**src/rtl/cpu_types_pkg.sv**
```systemverilog
// rtl/cpu_types_pkg.sv - shared RAM status and word types
package cpu_types_pkg;

  typedef enum logic [1:0] {
    FREE   = 2'd0,
    BUSY   = 2'd1,
    ACCESS = 2'd2,
    ERROR  = 2'd3
  } ramstate_t;

  typedef logic [31:0] word_t;

endpackage

```
**src/rtl/mem_arbiter.sv**
```systemverilog
// rtl/mem_arbiter.sv - single RAM port arbiter between icache and dcache
// Data has priority; a streak counter forces an instruction grant after MAX_DSTREAK data grants.
module mem_arbiter
  import cpu_types_pkg::*;
#(
  parameter int ADDR_W      = 32,
  parameter int DATA_W      = 32,
  parameter int MAX_DSTREAK = 4
) (
  input  logic              CLK,
  input  logic              nRST,
  input  logic              iREN,
  input  logic [ADDR_W-1:0] iaddr,
  output logic              iwait,
  output logic [DATA_W-1:0] iload,
  input  logic              dREN,
  input  logic              dWEN,
  input  logic [ADDR_W-1:0] daddr,
  input  logic [DATA_W-1:0] dstore,
  output logic              dwait,
  output logic [DATA_W-1:0] dload,
  output logic              ramREN,
  output logic              ramWEN,
  output logic [ADDR_W-1:0] ramaddr,
  output logic [DATA_W-1:0] ramstore,
  input  logic [DATA_W-1:0] ramload,
  input  logic [1:0]        ramstate,
  output logic [1:0]        grant
);

  typedef enum logic [1:0] {
    IDLE    = 2'd0,
    SERVE_I = 2'd1,
    SERVE_D = 2'd2
  } arb_state_t;

  localparam int SW = $clog2(MAX_DSTREAK + 1);
  localparam logic [SW-1:0] DMAX = SW'(MAX_DSTREAK);

  arb_state_t    state, next_state;
  logic [SW-1:0] dstreak, dstreak_next;
  ramstate_t     rs;
  logic          dreq;

  assign rs    = ramstate_t'(ramstate);
  assign dreq  = dREN | dWEN;
  assign iload = ramload;
  assign dload = ramload;

  always_ff @(posedge CLK or negedge nRST) begin
    if (!nRST) begin
      state   <= IDLE;
      dstreak <= '0;
    end else begin
      state   <= next_state;
      dstreak <= dstreak_next;
    end
  end

  always_comb begin
    next_state   = state;
    dstreak_next = dstreak;
    ramREN       = 1'b0;
    ramWEN       = 1'b0;
    ramaddr      = '0;
    ramstore     = '0;
    grant        = 2'b00;
    iwait        = 1'b1;
    dwait        = 1'b1;
    unique case (state)
      IDLE: begin
        if (dreq && iREN && dstreak == DMAX) begin
          next_state   = SERVE_I;
          dstreak_next = '0;
        end else if (dreq) begin
          next_state   = SERVE_D;
          dstreak_next = !iREN ? '0 : (dstreak == DMAX) ? dstreak : dstreak + SW'(1);
        end else if (iREN) begin
          next_state   = SERVE_I;
          dstreak_next = '0;
        end
      end
      SERVE_I: begin
        grant   = 2'b01;
        ramREN  = iREN;
        ramaddr = iaddr;
        // A dropped request aborts silently; ERROR retries through IDLE re-arbitration.
        if (!iREN) begin
          next_state = IDLE;
        end else if (rs == ACCESS) begin
          iwait      = 1'b0;
          next_state = IDLE;
        end else if (rs == ERROR) begin
          next_state = IDLE;
        end
      end
      SERVE_D: begin
        grant    = 2'b10;
        ramWEN   = dWEN;
        ramREN   = dREN & ~dWEN;
        ramaddr  = daddr;
        ramstore = dstore;
        if (!dreq) begin
          next_state = IDLE;
        end else if (rs == ACCESS) begin
          dwait      = 1'b0;
          next_state = IDLE;
        end else if (rs == ERROR) begin
          next_state = IDLE;
        end
      end
      default: next_state = IDLE;
    endcase
  end

endmodule
```
**config.mk**
```make
export PLATFORM = sky130hd
export DESIGN_NAME = mem_arbiter
export DESIGN_NICKNAME = d
export VERILOG_FILES = /design/src/rtl/cpu_types_pkg.sv /design/src/rtl/mem_arbiter.sv
export SDC_FILE = /design/constraint.sdc
export NUM_CORES = 1
export LEC_CHECK = 0
export CAP_MARGIN = 10
export CORE_AREA = 2 2 103 105
export CTS_BUF_LIST = sky130_fd_sc_hd__clkbuf_8 sky130_fd_sc_hd__clkbuf_16
export CTS_CLUSTER_DIAMETER = 80
export CTS_CLUSTER_SIZE = 25
export DETAILED_ROUTE_END_ITERATION = 7
export DIE_AREA = 0 0 105 107
export GPL_TIMING_DRIVEN = 0
export PLACE_DENSITY_LB_ADDON = 0.3
export SLEW_MARGIN = 10
export SYNTH_ARGS = -nofsm -noshare
export SYNTH_HDL_FRONTEND = slang
export SYNTH_SLANG_ARGS = --single-unit
```
**constraint.sdc**
```tcl
create_clock -name CLK -period 2.6 [get_ports CLK]
set_input_delay 0.52 -clock CLK [delete_from_list [all_inputs] [get_ports CLK]]
set_output_delay 0.52 -clock CLK [all_outputs]
set_load 0.02 [all_outputs]
```
==> flow_summary.rst <==
.. list-table::
   :header-rows: 1

   * - Metric
     - Value
   * - Outcome
     - completed
   * - Ordered list of cells on the worst path
     - inv_1 -> ha_2 -> buf_4 -> buf_4 -> a22oi_1 -> nor2b_1 -> dlygate4sd2_1
   * - Starting utilization of the core area
     - 15.7%
   * - Top-level port count
     - around 270
   * - Post-synth net total
     - 358
   * - Synth Area in Compound Gates
     - 20.1%
   * - Top cells by count, synth
     - buf_4 (64), and2_1 (34), nor2b_1 (33)
   * - Multiplexer share of the synthesized area
     - less than 1%
   * - Crit start category
     - flop
   * - Core Rows
     - 37
   * - Number of input and output port buffers inserted
     - ~240
   * - Cell depth of the worst flop-to-flop path
     - 6
   * - Seq pwr share
     - 5.3%
   * - Number of global-route vias before repair
     - approximately 2400
   * - Global-route wire length before repair
     - about 12 mm
   * - Required arrival time at the worst endpoint
     - between 2 and 2.5 ns
   * - Final Routed Wirelength
     - ~8.5 mm
   * - Share of final-layout standard cells stronger than drive strength 1
     - between 10% and 20%
   * - Largest area contributor in the netlist
     - buf_4
   * - Critical-path top delay cell
     - dfrtp_1
   * - Synth top area cells
     - buf_4 (30%), a22oi_1 (15%), and2_1 (13%)
   * - Path type of the worst min-delay path
     - input port to async pin
   * - Clock Tree Root
     - clkbuf_8
   * - Detailed placement HPWL
     - 7.34 mm
   * - Via density
     - around 4.1
   * - Bufs on Longest Clock Path
     - 2
   * - Ant diodes
     - 0
   * - Delay of the slowest cell on the worst path
     - ~0.4 ns
   * - Area growth from synthesis to layout
     - 160%
   * - Switching pwr
     - 1250 µW
   * - Net switching fraction of the power
     - around 50%
   * - Layout Cell Area excl Fill
     - 4130 µm²
   * - Cell area power density
     - about 610 nW/µm²
   * - Worst slew margin
     - between 70% and 80%
   * - Combinational power share
     - between 80 and 90%
   * - Setup CP Type
     - flop to primary output
   * - Leakage
     - between 0.0015 and 0.002 µW
   * - DRC viols
     - 0
   * - Total clock sinks
     - 5
   * - Final-stage net count
     - roughly 600
   * - Worst skew pair latency
     - approximately 0.22 ns
   * - Placed cell count
     - between 500 and 600
   * - Fin crit share
     - 96.7%
   * - Area share of the largest cell type after synthesis
     - between 30% and 40%
   * - Maximum VDD drop
     - between 200 and 250 µV
   * - Pre-CTS setup slack
     - -0.234 ns
   * - Measured slew at the worst slew-check pin
     - ~0.35 ns
   * - Setup repair after global routing missed its margin
     - no
   * - Fraction of the yosys area taken by sequential cells
     - just under 8%
   * - Layout fillers
     - 1064
   * - Largest net degree at the start of global routing
     - 11
   * - Wire length per cell after detailed routing
     - approximately 14 µm
   * - Antenna violations before repair
     - 0
   * - Count of placed standard cells in the final layout, fillers left out
     - a little under 600
   * - Total negative setup slack
     - 0 ns
   * - Combined area of the multi-input logic cells
     - 908 µm²
   * - Worst endpoint data arrival time
     - 1.99 ns
   * - Clock share of power
     - around 5.5%
   * - Final weighted congestion of routability-driven global placement
     - around 0.87
   * - Proportion of synthesized flip-flops having asynchronous set or reset
     - 100%
   * - Post-Syn Instances
     - roughly 220
   * - Area share of xor/xnor cells in the synthesized design
     - 0%
   * - Hold Vio Cnt, Final
     - 0
   * - Hold slack final
     - around 0.52 ns
   * - DIE WIDTH
     - around 110 µm
   * - Clock buffers created by TritonCTS
     - 3
   * - Post-synthesis register bit count
     - 5
   * - CTS Hold Buffers Added
     - 0
   * - Worst path most repeated cell
     - buf_4
   * - Final setup margin
     - 0.0854 ns
   * - Kind of end point of the critical path
     - primary output
   * - Total routing resource utilization after global routing
     - around an eighth
   * - Violation count after the first detailed-routing iteration
     - between 80 and 90
   * - Antenna-violating nets left
     - 0
   * - Basic-gate share of the synthesized area counting and, or, nand and nor cells
     - 31.4%
   * - Setup Fix Bufs, Post-CTS
     - 0
   * - Setup Viol. Count Final
     - 0
   * - Max frequency
     - around 400 MHz
   * - Count of distinct cell types in the synthesized netlist
     - 26
   * - Fraction of the mapped netlist area in adder cells
     - between 4 and 5%
   * - Number of flops mapped to enable cells by yosys
     - 0
   * - Depth of the CTS H-tree
     - 1
   * - Die Footprint
     - about 11000 µm²
   * - Most instantiated library cell after synthesis
     - buf_4
   * - Primary flip-flop cell chosen by synthesis mapping
     - dfrtp_1
   * - Combined flip-flop and latch cell area
     - approximately 130 µm²
   * - Register clock-pin slew on the reported worst setup and hold paths
     - roughly 0.03 ns
   * - Routed vias
     - roughly 2400
   * - Internal portion of total power
     - approximately 1300 µW
   * - Max-cap check violation count
     - 0
   * - Post-Syn Area per Cell
     - ~7.3 µm²
   * - Placeable Area
     - 10100 µm²
   * - TritonCTS clock tree
     - built
   * - DR pass1 iterations
     - 4
   * - DP Area
     - 4120 µm²
   * - Post-synthesis instance area
     - 1590 µm²
   * - Post-cts sizing count
     - between 80 and 90
   * - Total count of max-transition violations in the final report
     - 0
   * - Fin crit period
     - between 2 and 3 ns
   * - Overflow left after global routing
     - 0
   * - Die outline height
     - 107 µm
   * - Highest fanout seen on the critical path
     - 10
   * - Main combinational cell family by area after synthesis
     - buffers and inverters
   * - Warning count from the yosys run
     - 0
   * - Setup clock skew after layout
     - roughly 0.000044 ns
## power by group through the flow
| stage | clock (µW) | sequential [µW] | combinational (µW) |
|---|---|---|---|
| floorplan | 0 | 127 | 1310 |
| detailed placement | 0 | 133 | 2430 |
| finish | 137 | 133 | 2240 |
| global route | 146 | 138 | 2400 |
| global placement | 0 | 131 | 2410 |
| CTS | 140 | 133 | 2290 |
## path summary, 6_finish.rpt
kind	slack, ns	to	from
max	0.09	ramaddr[19]	state[0]$_DFFE_PN0P_
min	0.52	dstreak[1]$_DFFE_PN0P_	nRST
max reg2reg	0.98	state[1]$_DFFE_PN0P_	state[1]$_DFFE_PN0P_
min reg2reg	0.54	dstreak[1]$_DFFE_PN0P_	dstreak[1]$_DFFE_PN0P_
max in group asynchronous	1.89	state[1]$_DFFE_PN0P_	nRST
min in group CLK	0.54	dstreak[1]$_DFFE_PN0P_	dstreak[1]$_DFFE_PN0P_
## cells by family after synthesis
logic type	after synthesis
buf+inv	82
fa+ha+maj	6
simple gates	82
compound gates	41
mux	1
flops	5
## critical path: cells and delay by family (launching register included)
family	cells	cell delay (ns)
AND/OR/NAND/NOR	1	0.12
flip-flops	1	0.41
AO/OA/AOI/OAI	1	0.11
buffers and inverters	4	0.87
adder cells (fa/ha/maj)	1	0.27
## stage by stage
step / power [µW] / util, %
floorplan: 1440 / -
global placement: 2550 / 40.8
detailed placement: 2560 / 40.8
CTS: 2560 / 40.8
global route: 2680 / 40.9
finish: 2510 / 40.9
## layout by cell type (no fill, tap or decap)
cell type | Yosys | final
a22oi_1 | 32 | 32
o22ai_1 | 1 | 1
ha_2 | 0 | 2
and2_1 | 34 | 34
and4bb_1 | 1 | 1
clkdlybuf4s50_1 | 0 | 169
o31ai_2 | 1 | 1
inv_1 | 4 | 5
nand3_1 | 2 | 2
a32o_1 | 2 | 2
ha_1 | 6 | 4
a221o_1 | 1 | 1
clkbuf_4 | 0 | 4
nor3_1 | 1 | 1
o21ai_0 | 1 | 1
nand2_1 | 6 | 6
nor2_1 | 2 | 2
buf_4 | 64 | 66
or2_1 | 1 | 1
and4_1 | 1 | 1
clkbuf_8 | 0 | 3
a22o_1 | 2 | 2
dlygate4sd2_1 | 0 | 62
buf_6 | 1 | 1
mux2_2 | 1 | 1
dlymetal6s2s_1 | 0 | 4
dfrtp_1 | 5 | 5
nor2b_1 | 33 | 33
nand2b_1 | 1 | 1
clkbuf_2 | 0 | 8
o21a_1 | 1 | 1
## sequential cells by signal (all words and copies together) (netlist names)
signal   cells
dstreak      3
state        2
## routing by layer
metal	global-route usage, %	share of wire, %	vias up
met1	14.3	37	1089
met4	3.24	1.5	0
li1	-	-	1147
met5	0	0	-
met3	3.40	10	10
met2	26.0	51	171
## layout make-up
type	instances	share of cell area [%]
buffer	78	13.9
clock buffer	3	1.00
clock inverter	1	0.0910
inverter	4	0.364
multi-input combinational	130	22.0
sequential	5	3.03
tap	136	4.12
timing repair buffer	236	55.5
Power figures use the tool's default switching activity.
